$ cat src/rtl/dbg_trigger_unit_pkg.sv
// Shared definitions for the b16 debug/trigger unit.
//   dbg_off_e    : local register offsets (haddr[4:1]) inside the debug window
//   CFG_*        : comparator type-enable bit positions in CMPCFG
//   CTRL_*       : CTRL write bit positions
//   STATUS_*     : STATUS bit positions for step hit and halted
//   sel_width()  : width of the SEL register for a given comparator count
package dbg_trigger_unit_pkg;

  typedef enum logic [3:0] {
    OFF_CTRL    = 4'd8,
    OFF_STEPCNT = 4'd9,
    OFF_STATUS  = 4'd10,
    OFF_SEL     = 4'd11,
    OFF_CMPADDR = 4'd12,
    OFF_CMPMASK = 4'd13,
    OFF_CMPCFG  = 4'd14,
    OFF_RSVD    = 4'd15
  } dbg_off_e;

  localparam int unsigned CFG_FETCH   = 0;
  localparam int unsigned CFG_READ    = 1;
  localparam int unsigned CFG_WRITE   = 2;

  localparam int unsigned CTRL_GO     = 0;
  localparam int unsigned CTRL_SKIP   = 1;

  localparam int unsigned STATUS_STEP = 8;
  localparam int unsigned STATUS_HALT = 15;

  function automatic int unsigned sel_width(input int unsigned n);
    return (n > 1) ? $clog2(n) : 1;
  endfunction

endpackage

$ cat src/rtl/dbg_trigger_unit_if.sv
// Host/debug bus of the trigger unit.
//   haddr/hdata/hr/hw : host address, write data, read strobe, byte write strobes
//   hrdata            : local register read data
//   dr/dw/daddr       : forwarded cpu debug port strobes and register index
// master = host side, slave = trigger unit side.
interface dbg_trigger_unit_if #(
  parameter int unsigned L = 16
);
  logic [L-1:0] haddr;
  logic [L-1:0] hdata;
  logic         hr;
  logic [1:0]   hw;
  logic [L-1:0] hrdata;
  logic         dr;
  logic         dw;
  logic [2:0]   daddr;

  modport master (
    output haddr, hdata, hr, hw,
    input  hrdata, dr, dw, daddr
  );

  modport slave (
    input  haddr, hdata, hr, hw,
    output hrdata, dr, dw, daddr
  );
endinterface

$ cat src/rtl/dbg_trigger_unit_comparator.sv
// One address comparator channel: CMPADDR/CMPMASK/CMPCFG registers and the
// qualified match.
//   clk, nreset            : clock, async active-low reset
//   wdata, we_addr/mask/cfg: register write data and per-register write enables
//   cpu_addr/fetch/rd/wr   : observed cpu bus cycle
//   counted                : drun & run_in, matches only count while set
//   skip                   : suppress fetch-type matches
//   addr, mask, cfg        : register contents for readback
//   hit                    : qualified match this cycle
module dbg_comparator
  import dbg_trigger_unit_pkg::*;
#(
  parameter int unsigned L = 16
) (
  input  logic         clk,
  input  logic         nreset,
  input  logic [L-1:0] wdata,
  input  logic         we_addr,
  input  logic         we_mask,
  input  logic         we_cfg,
  input  logic [L-1:0] cpu_addr,
  input  logic         cpu_fetch,
  input  logic         cpu_rd,
  input  logic [1:0]   cpu_wr,
  input  logic         counted,
  input  logic         skip,
  output logic [L-1:0] addr,
  output logic [L-1:0] mask,
  output logic [2:0]   cfg,
  output logic         hit
);

  always_ff @(posedge clk or negedge nreset) begin
    if (!nreset) begin
      addr <= '1;
      mask <= '0;
      cfg  <= '0;
    end else begin
      if (we_addr) addr <= wdata;
      if (we_mask) mask <= wdata;
      if (we_cfg)  cfg  <= wdata[2:0];
    end
  end

  logic addr_eq;
  logic type_ok;

  always_comb begin
    addr_eq = ((cpu_addr ^ addr) & ~mask) == '0;
    // A fetch is never also treated as a data read.
    type_ok = (cfg[CFG_FETCH] & cpu_fetch & ~skip)
            | (cfg[CFG_READ]  & cpu_rd & ~cpu_fetch)
            | (cfg[CFG_WRITE] & (|cpu_wr));
    hit     = counted & addr_eq & type_ok;
  end

endmodule

$ cat src/rtl/dbg_trigger_unit.sv
// b16 debug/trigger unit: NCMP address comparators, single-step counter,
// sticky hit status and halt/resume control of the cpu run enable.
//   clk, nreset : clock, async active-low reset
//   bus         : host/debug bus (slave); offsets 0-7 of the window are
//                 forwarded to the cpu debug port, 8-15 are local registers
//   cpu_addr, cpu_fetch, cpu_rd, cpu_wr : observed cpu bus cycle
//   run_in      : cpu qualifier, matches count only when drun & run_in
//   drun        : cpu run enable
//   halted      : ~drun
module dbg_trigger_unit
  import dbg_trigger_unit_pkg::*;
#(
  parameter int unsigned    L       = 16,
  parameter int unsigned    NCMP    = 4,
  parameter logic [L-6:0]   DBGADDR = 11'h7FF
) (
  input  logic                clk,
  input  logic                nreset,
  dbg_trigger_unit_if.slave   bus,
  input  logic [L-1:0]        cpu_addr,
  input  logic                cpu_fetch,
  input  logic                cpu_rd,
  input  logic [1:0]          cpu_wr,
  input  logic                run_in,
  output logic                drun,
  output logic                halted
);

  localparam int unsigned SELW = sel_width(NCMP);

  logic [3:0]        off;
  logic              dsel;
  logic              wr_any;
  logic              loc;
  logic              unused_haddr0;

  logic              we_ctrl, we_step, we_status, we_sel;
  logic [NCMP-1:0]   we_addr, we_mask, we_cfg;
  logic              go;

  logic [L-1:0]      stepcnt;
  logic [SELW-1:0]   sel;
  logic              skip;
  logic [STATUS_STEP:0] sts, sts_set, sts_clr;

  logic              counted;
  logic              count_fetch;
  logic              step_hit;
  logic              any_hit;
  logic [NCMP-1:0]   cmp_hit;
  logic [L-1:0]      cmp_addr [NCMP];
  logic [L-1:0]      cmp_mask [NCMP];
  logic [2:0]        cmp_cfg  [NCMP];
  logic [L-1:0]      rdata;

  // Window decode and cpu debug port forwarding
  always_comb begin
    off           = bus.haddr[4:1];
    dsel          = bus.haddr[L-1:5] == DBGADDR;
    wr_any        = |bus.hw;
    loc           = dsel & off[3];
    unused_haddr0 = bus.haddr[0];
    bus.dr        = dsel & ~off[3] & bus.hr;
    bus.dw        = dsel & ~off[3] & wr_any;
    bus.daddr     = bus.haddr[3:1];
  end

  // Local register write decode
  always_comb begin
    we_ctrl   = 1'b0;
    we_step   = 1'b0;
    we_status = 1'b0;
    we_sel    = 1'b0;
    we_addr   = '0;
    we_mask   = '0;
    we_cfg    = '0;
    if (loc && wr_any) begin
      case (dbg_off_e'(off))
        OFF_CTRL:    we_ctrl      = 1'b1;
        OFF_STEPCNT: we_step      = 1'b1;
        OFF_STATUS:  we_status    = 1'b1;
        OFF_SEL:     we_sel       = 1'b1;
        OFF_CMPADDR: we_addr[sel] = 1'b1;
        OFF_CMPMASK: we_mask[sel] = 1'b1;
        OFF_CMPCFG:  we_cfg[sel]  = 1'b1;
        default:     ;
      endcase
    end
  end

  always_comb begin
    go          = we_ctrl & bus.hdata[CTRL_GO];
    counted     = drun & run_in;
    count_fetch = counted & cpu_fetch;
    // A STEPCNT write on the same edge replaces the decrement, so no step hit.
    step_hit    = count_fetch & (stepcnt == L'(1)) & ~we_step;
    any_hit     = (|cmp_hit) | step_hit;
    halted      = ~drun;

    sts_set              = '0;
    sts_set[NCMP-1:0]    = cmp_hit;
    sts_set[STATUS_STEP] = step_hit;
    sts_clr              = we_status ? bus.hdata[STATUS_STEP:0] : '0;
  end

  for (genvar g = 0; g < NCMP; g++) begin : g_cmp
    dbg_comparator #(
      .L (L)
    ) u_cmp (
      .clk       (clk),
      .nreset    (nreset),
      .wdata     (bus.hdata),
      .we_addr   (we_addr[g]),
      .we_mask   (we_mask[g]),
      .we_cfg    (we_cfg[g]),
      .cpu_addr  (cpu_addr),
      .cpu_fetch (cpu_fetch),
      .cpu_rd    (cpu_rd),
      .cpu_wr    (cpu_wr),
      .counted   (counted),
      .skip      (skip),
      .addr      (cmp_addr[g]),
      .mask      (cmp_mask[g]),
      .cfg       (cmp_cfg[g]),
      .hit       (cmp_hit[g])
    );
  end

  always_ff @(posedge clk or negedge nreset) begin
    if (!nreset) begin
      drun    <= 1'b1;
      skip    <= 1'b0;
      stepcnt <= '0;
      sel     <= '0;
      sts     <= '0;
    end else begin
      // go beats a same-edge hit; the hit still records its status bit.
      if (go)           drun <= 1'b1;
      else if (any_hit) drun <= 1'b0;

      if (go)               skip <= bus.hdata[CTRL_SKIP];
      else if (count_fetch) skip <= 1'b0;

      if (we_step)                          stepcnt <= bus.hdata;
      else if (count_fetch && stepcnt != '0) stepcnt <= stepcnt - 1'b1;

      if (we_sel) sel <= SELW'(bus.hdata % L'(NCMP));

      // Set has priority over write-1-to-clear.
      sts <= (sts & ~sts_clr) | sts_set;
    end
  end

  // Local register readback, combinational from the offset
  always_comb begin
    rdata = '0;
    case (dbg_off_e'(off))
      OFF_CTRL:    rdata[L-1] = drun;
      OFF_STEPCNT: rdata = stepcnt;
      OFF_STATUS: begin
        rdata[STATUS_STEP:0] = sts;
        rdata[STATUS_HALT]   = ~drun;
      end
      OFF_SEL:     rdata[SELW-1:0] = sel;
      OFF_CMPADDR: rdata = cmp_addr[sel];
      OFF_CMPMASK: rdata = cmp_mask[sel];
      OFF_CMPCFG:  rdata[2:0] = cmp_cfg[sel];
      default:     ;
    endcase
    bus.hrdata = (loc && bus.hr) ? rdata : '0;
  end

endmodule

$ cat src/flat_wrapper.sv
// flat-port wrapper written by rule: the top's interface ports become plain ports
module dbg_trigger_unit_flat import dbg_trigger_unit_pkg::*;
#(
  parameter int unsigned    L       = 16,
  parameter int unsigned    NCMP    = 4,
  parameter logic [L-6:0]   DBGADDR = 11'h7FF
)
  (clk, nreset, cpu_addr, cpu_fetch, cpu_rd, cpu_wr, run_in, drun, halted, bus_haddr, bus_hdata, bus_hr, bus_hw, bus_hrdata, bus_dr, bus_dw, bus_daddr);
  dbg_trigger_unit_if #(.L(L)) bus_i ();
  input  logic clk;
  input  logic nreset;
  input  logic [L-1:0] cpu_addr;
  input  logic cpu_fetch;
  input  logic cpu_rd;
  input  logic [1:0] cpu_wr;
  input  logic run_in;
  output logic drun;
  output logic halted;
  input wire logic [$bits(bus_i.haddr)-1:0] bus_haddr;
  input wire logic [$bits(bus_i.hdata)-1:0] bus_hdata;
  input wire logic [$bits(bus_i.hr)-1:0] bus_hr;
  input wire logic [$bits(bus_i.hw)-1:0] bus_hw;
  output wire logic [$bits(bus_i.hrdata)-1:0] bus_hrdata;
  output wire logic [$bits(bus_i.dr)-1:0] bus_dr;
  output wire logic [$bits(bus_i.dw)-1:0] bus_dw;
  output wire logic [$bits(bus_i.daddr)-1:0] bus_daddr;
  assign bus_i.haddr = bus_haddr;
  assign bus_i.hdata = bus_hdata;
  assign bus_i.hr = bus_hr;
  assign bus_i.hw = bus_hw;
  assign bus_hrdata = bus_i.hrdata;
  assign bus_dr = bus_i.dr;
  assign bus_dw = bus_i.dw;
  assign bus_daddr = bus_i.daddr;
  dbg_trigger_unit #(.L(L), .NCMP(NCMP), .DBGADDR(DBGADDR)) u_core (.clk(clk), .nreset(nreset), .bus(bus_i), .cpu_addr(cpu_addr), .cpu_fetch(cpu_fetch), .cpu_rd(cpu_rd), .cpu_wr(cpu_wr), .run_in(run_in), .drun(drun), .halted(halted));
endmodule
$ cat config.mk
export PLATFORM = sky130hd
export DESIGN_NAME = dbg_trigger_unit_flat
export DESIGN_NICKNAME = d
export VERILOG_FILES = /design/src/rtl/dbg_trigger_unit_pkg.sv /design/src/rtl/dbg_trigger_unit_if.sv /design/src/rtl/dbg_trigger_unit_comparator.sv /design/src/rtl/dbg_trigger_unit.sv /design/src/flat_wrapper.sv
export SDC_FILE = /design/constraint.sdc
export NUM_CORES = 1
export LEC_CHECK = 0
export CAP_MARGIN = 20
export CORE_MARGIN = 2
export CORE_UTILIZATION = 42
export CTS_CLUSTER_SIZE = 12
export DETAILED_ROUTE_END_ITERATION = 10
export PLACE_DENSITY = 0.71
export SLEW_MARGIN = 30
export SYNTH_ARGS = -nofsm -noshare
export SYNTH_HDL_FRONTEND = slang
export SYNTH_SLANG_ARGS = --single-unit
$ cat constraint.sdc
create_clock -name clk -period 4.4 [get_ports clk]
set_clock_uncertainty 0.05 [all_clocks]
set_input_delay 0.66 -clock clk [delete_from_list [all_inputs] [get_ports clk]]
set_output_delay 0.66 -clock clk [all_outputs]
set_load 0.02 [all_outputs]
==> impl_summary.md <==
Yosys
The share of async-settable or async-resettable flops after synthesis is 100%. Among all flip-flop cells after synthesis, the most frequent one is sky130_fd_sc_hd__dfrtp_1. The number of nets in the synthesized netlist is 846. By area the synthesized netlist is led by sky130_fd_sc_hd__dfrtp_1 (29%), sky130_fd_sc_hd__dfstp_2 (19%), sky130_fd_sc_hd__mux2_2 (13%). The cell area that synthesis handed to floorplanning was just over 9000 sq um. Counting flops and latches in the post-synthesis netlist gives about 170. Synthesis produced a little under 800 cells.

The average instance in the mapped netlist occupies ~12 sq um. The number of warnings reported in the yosys synthesis log is 0. The synthesized design contains 0 enable-type register cells.

Of the synthesized area, sequential elements account for about 48%. Of all cell types, the one taking the most synthesized area is sky130_fd_sc_hd__dfrtp_1. The netlist uses just under 50 different library cells.

The area share of the largest cell type after synthesis is between 20% and 30%.

Global route
The first global-routing pass estimated ~39 mm of wire. The initial antenna violation count is 0. The via count of the first global-routing pass is approximately 6,600. After global routing the overflow that remains totals 0. Entering global routing, the biggest net connects between 70 and 80 pins. The overall fraction of global-route tracks in use is between 20% and 30%.

Place
The count of input and output buffers is 79. The half-perimeter wire length after placement is around 18 mm. The worst slack at placement is just over 0.4 ns. The congestion estimate from routability-driven global placement came to ~0.9.

Clock network
The cell sitting at the root of the clock tree is a sky130_fd_sc_hd__clkbuf_16. The total number of clock tree sinks is 169. Once the clock tree was built, the resizer swapped 0 gates to a different size. The maximum number of buffers from clock root to sink is 2. The TritonCTS clock tree is built. The CTS clock-pin slew for the worst setup and hold paths is ~0.070 ns. Clock latency on the worst-skew pair, taken at its later pin, is 0.44 ns.

The number of H-tree levels is 4. The clock buffer count from CTS is 17. The count of buffers added by post-CTS timing repair for setup is 0. The number of buffers inserted by hold repair at cts is 0.

Setup path
The peak per-stage delay on the critical path is around 0.69 ns. Data on the critical path is required at its endpoint by 3.69 ns. The arrival time of the worst setup path is roughly 3.3 ns. Grouping stages by cell kind, the critical path spends the most delay in buffers and inverters. The cell that appears most often on the critical path is sky130_fd_sc_hd__clkdlybuf4s50_1.

The critical path contains buffers and inverters numbering 2 combined. STA classifies the critical path endpoint as a primary output. The category of the most critical setup path is input pin to primary output.

Walking the worst path, the cells encountered are clkdlybuf4s50_1, nand2b_1, nor2_1, a222oi_1, a221oi_1, clkdlybuf4s50_1. The maximum fanout count along the critical path is 12. STA classifies the critical path startpoint as an input pin.

The largest individual stage delay along the critical path comes from the cell sky130_fd_sc_hd__clkdlybuf4s50_1.

Power
The power density over cell area is around 300 nW/um^2. The worst-case vdd ir drop is ~0.00025 V. The standby leakage power is about 0.0042 uW. The total power draw is between 3000 and 4000 uW.

Min path
The path type of the worst min-delay path is input pin to asynchronous set/reset pin.

Final layout
At the end of the flow, the number of nets in the layout was approximately 890. The antenna diode count is 0. At the end of the flow the core is filled with cells to between 50% and 60%. In the layout the commonest cells are sky130_fd_sc_hd__mux2_2 (105), sky130_fd_sc_hd__dfrtp_1 (102), sky130_fd_sc_hd__clkdlybuf4s50_1 (78). The area growth from synthesis to layout is 17.6%. The share of post-route cells with drive strength above 1 is between 30% and 40%.

Leaving out fill and tap cells, the most frequent cell in the layout is sky130_fd_sc_hd__mux2_2.

STA
The count of final hold-check violations came to 0. Once routing completed, OpenROAD measured the worst setup slack at approximately 0.37 ns. Setup violations remaining at the end of the flow were counted as 0. At the pin with the least slew margin, the transition time is between 0.9 and 1 ns. In the finished design, the share of the clock period the worst path needs comes to 91.6%. Setup repair after global routing left no endpoint under its margin.

Subtracting the final worst setup slack from the clock period gives ~4.0 ns. The final max-slew violation count is 0. In this run the tightest slew margin relative to its limit is 34.8%.

The top achievable clock speed is between 200 and 250 MHz. The aggregate negative setup slack is 0 ns.

Floorplanning
The floorplan step defined a die boundary enclosing around 23,000 sq um. The die is between 150 and 200 um tall. The row count is 53. The horizontal extent of the die is roughly 150 um.

For this configuration, the core starts out at a cell density of between 40 and 50%. The count of pins on the block boundary is 81. The total area inside the core boundary comes to around 21,000 sq um.

Drt
In the routed design, unresolved DRC markers number 0. The remaining antenna violation count is 0. Using the TritonRoute via totals, the vias-per-cell ratio works out to 5.99. The sum of routed wire length over all layers is between 20 and 30 mm.

For this block, the via count after detailed routing is approximately 6,700. The wire length per cell is about 23 um. The first detailed-routing pass took 6 iterations. The detailed router finished its first iteration with 635 violations.

Flow run
The max-cap violation count is 0.

Status
The run finished with clean final reports.
==> synthesized netlist by cell type (2+ instances only) <==
cell	number
sky130_fd_sc_hd__or3_1	8
sky130_fd_sc_hd__nor2b_1	6
sky130_fd_sc_hd__inv_1	11
sky130_fd_sc_hd__o2111ai_1	3
sky130_fd_sc_hd__a31oi_1	5
sky130_fd_sc_hd__buf_2	13
sky130_fd_sc_hd__nor4_1	9
sky130_fd_sc_hd__and2_1	2
sky130_fd_sc_hd__a21boi_0	4
sky130_fd_sc_hd__nor2b_2	2
sky130_fd_sc_hd__o31ai_1	3
sky130_fd_sc_hd__o21ai_0	57
sky130_fd_sc_hd__clkbuf_1	42
sky130_fd_sc_hd__dfrtp_1	104
sky130_fd_sc_hd__o22a_1	3
sky130_fd_sc_hd__buf_4	3
sky130_fd_sc_hd__nand3_1	10
sky130_fd_sc_hd__a21oi_1	23
sky130_fd_sc_hd__ha_1	3
sky130_fd_sc_hd__buf_1	12
sky130_fd_sc_hd__o22ai_1	28
sky130_fd_sc_hd__nand2_1	69
sky130_fd_sc_hd__xor2_1	7
sky130_fd_sc_hd__or4_1	6
sky130_fd_sc_hd__nor3_1	4
sky130_fd_sc_hd__mux2_2	105
sky130_fd_sc_hd__nor4bb_1	2
sky130_fd_sc_hd__xnor2_1	67
sky130_fd_sc_hd__dfstp_2	65
sky130_fd_sc_hd__a22oi_1	9
sky130_fd_sc_hd__nand4_1	6
sky130_fd_sc_hd__nand2b_1	4
sky130_fd_sc_hd__clkbuf_2	2
sky130_fd_sc_hd__a221oi_1	3
sky130_fd_sc_hd__mux4_2	35
sky130_fd_sc_hd__nor2_1	27
sky130_fd_sc_hd__a222oi_1	11
==> metal layers <==
layer	wire (um)	vias to the layer above	global-route usage (%)
met5	0	-	0
met4	436	0	6.73
met3	2400	46	6.69
met2	12000	304	36.7
met1	10800	3410	31.9
li1	-	2953	-
==> cell type report <==
class	count	area, sq um
Fill cell	1838	10400
Multi-Input combinational cell	533	4440
Sequential cell	169	4310
Timing Repair Buffer	100	975
Clock buffer	18	429
Tap cell	275	344
Clock inverter	14	126
Inverter	11	41.3
==> power by group <==
part           switching, uW  leakage, uW  internal [uW]
Combinational            120      0.00185           83.0
Sequential             0.433      0.00212           1560
Clock                    666     0.000264            781
==> final timing paths <==
kind / start / slack, ns / cells after the start / end
worst max-delay path: bus_haddr[1] / 0.37 / 6 / bus_hrdata[2]
worst min-delay path: nreset / 0.20 / 1 / u_core.g_cmp[0].u_cmp.mask[14]
worst max register to register: u_core.drun / 1.58 / 6 / u_core.drun
worst min register to register: u_core.g_cmp[2].u_cmp.addr[3] / 0.45 / 2 / u_core.g_cmp[2].u_cmp.addr[3]
max in group asynchronous: nreset / 3.17 / 2 / u_core.g_cmp[1].u_cmp.addr[1]
min in group clk: u_core.g_cmp[2].u_cmp.addr[3] / 0.45 / 2 / u_core.g_cmp[2].u_cmp.addr[3]
==> registers in the layout, indices dropped and copies added, names as in the netlist <==
register / cells
u_core.g_cmp.u_cmp.addr: 64
u_core.g_cmp.u_cmp.mask: 64
u_core.stepcnt: 16
u_core.g_cmp.u_cmp.cfg: 12
u_core.sts: 9
u_core.sel: 2
u_core.drun: 1
u_core.skip: 1
==> through the flow <==
stage	area, sq um	hold WS (ns)	cells
6_report	10700	0.197	1120
5_1_grt	10700	0.252	1120
4_1_cts	10700	0.219	1120
3_5_place_dp	10100	0.440	1088
3_3_place_gp	10100	0.432	1088
2_1_floorplan	9070	0.314	785
==> logic make-up (layout without fill, tap and decap cells) <==
kind of cell	Yosys count	in the layout	synth area share [%]
compound gates	154	154	10.6
xor+xnor	74	74	7.15
fa+ha+maj	3	3	0.414
buf+inv	83	143	3.77
flops	169	169	47.5
mux	141	141	21.8
simple gates	161	161	8.70
Note: power is estimated with default switching activity, not from simulation.
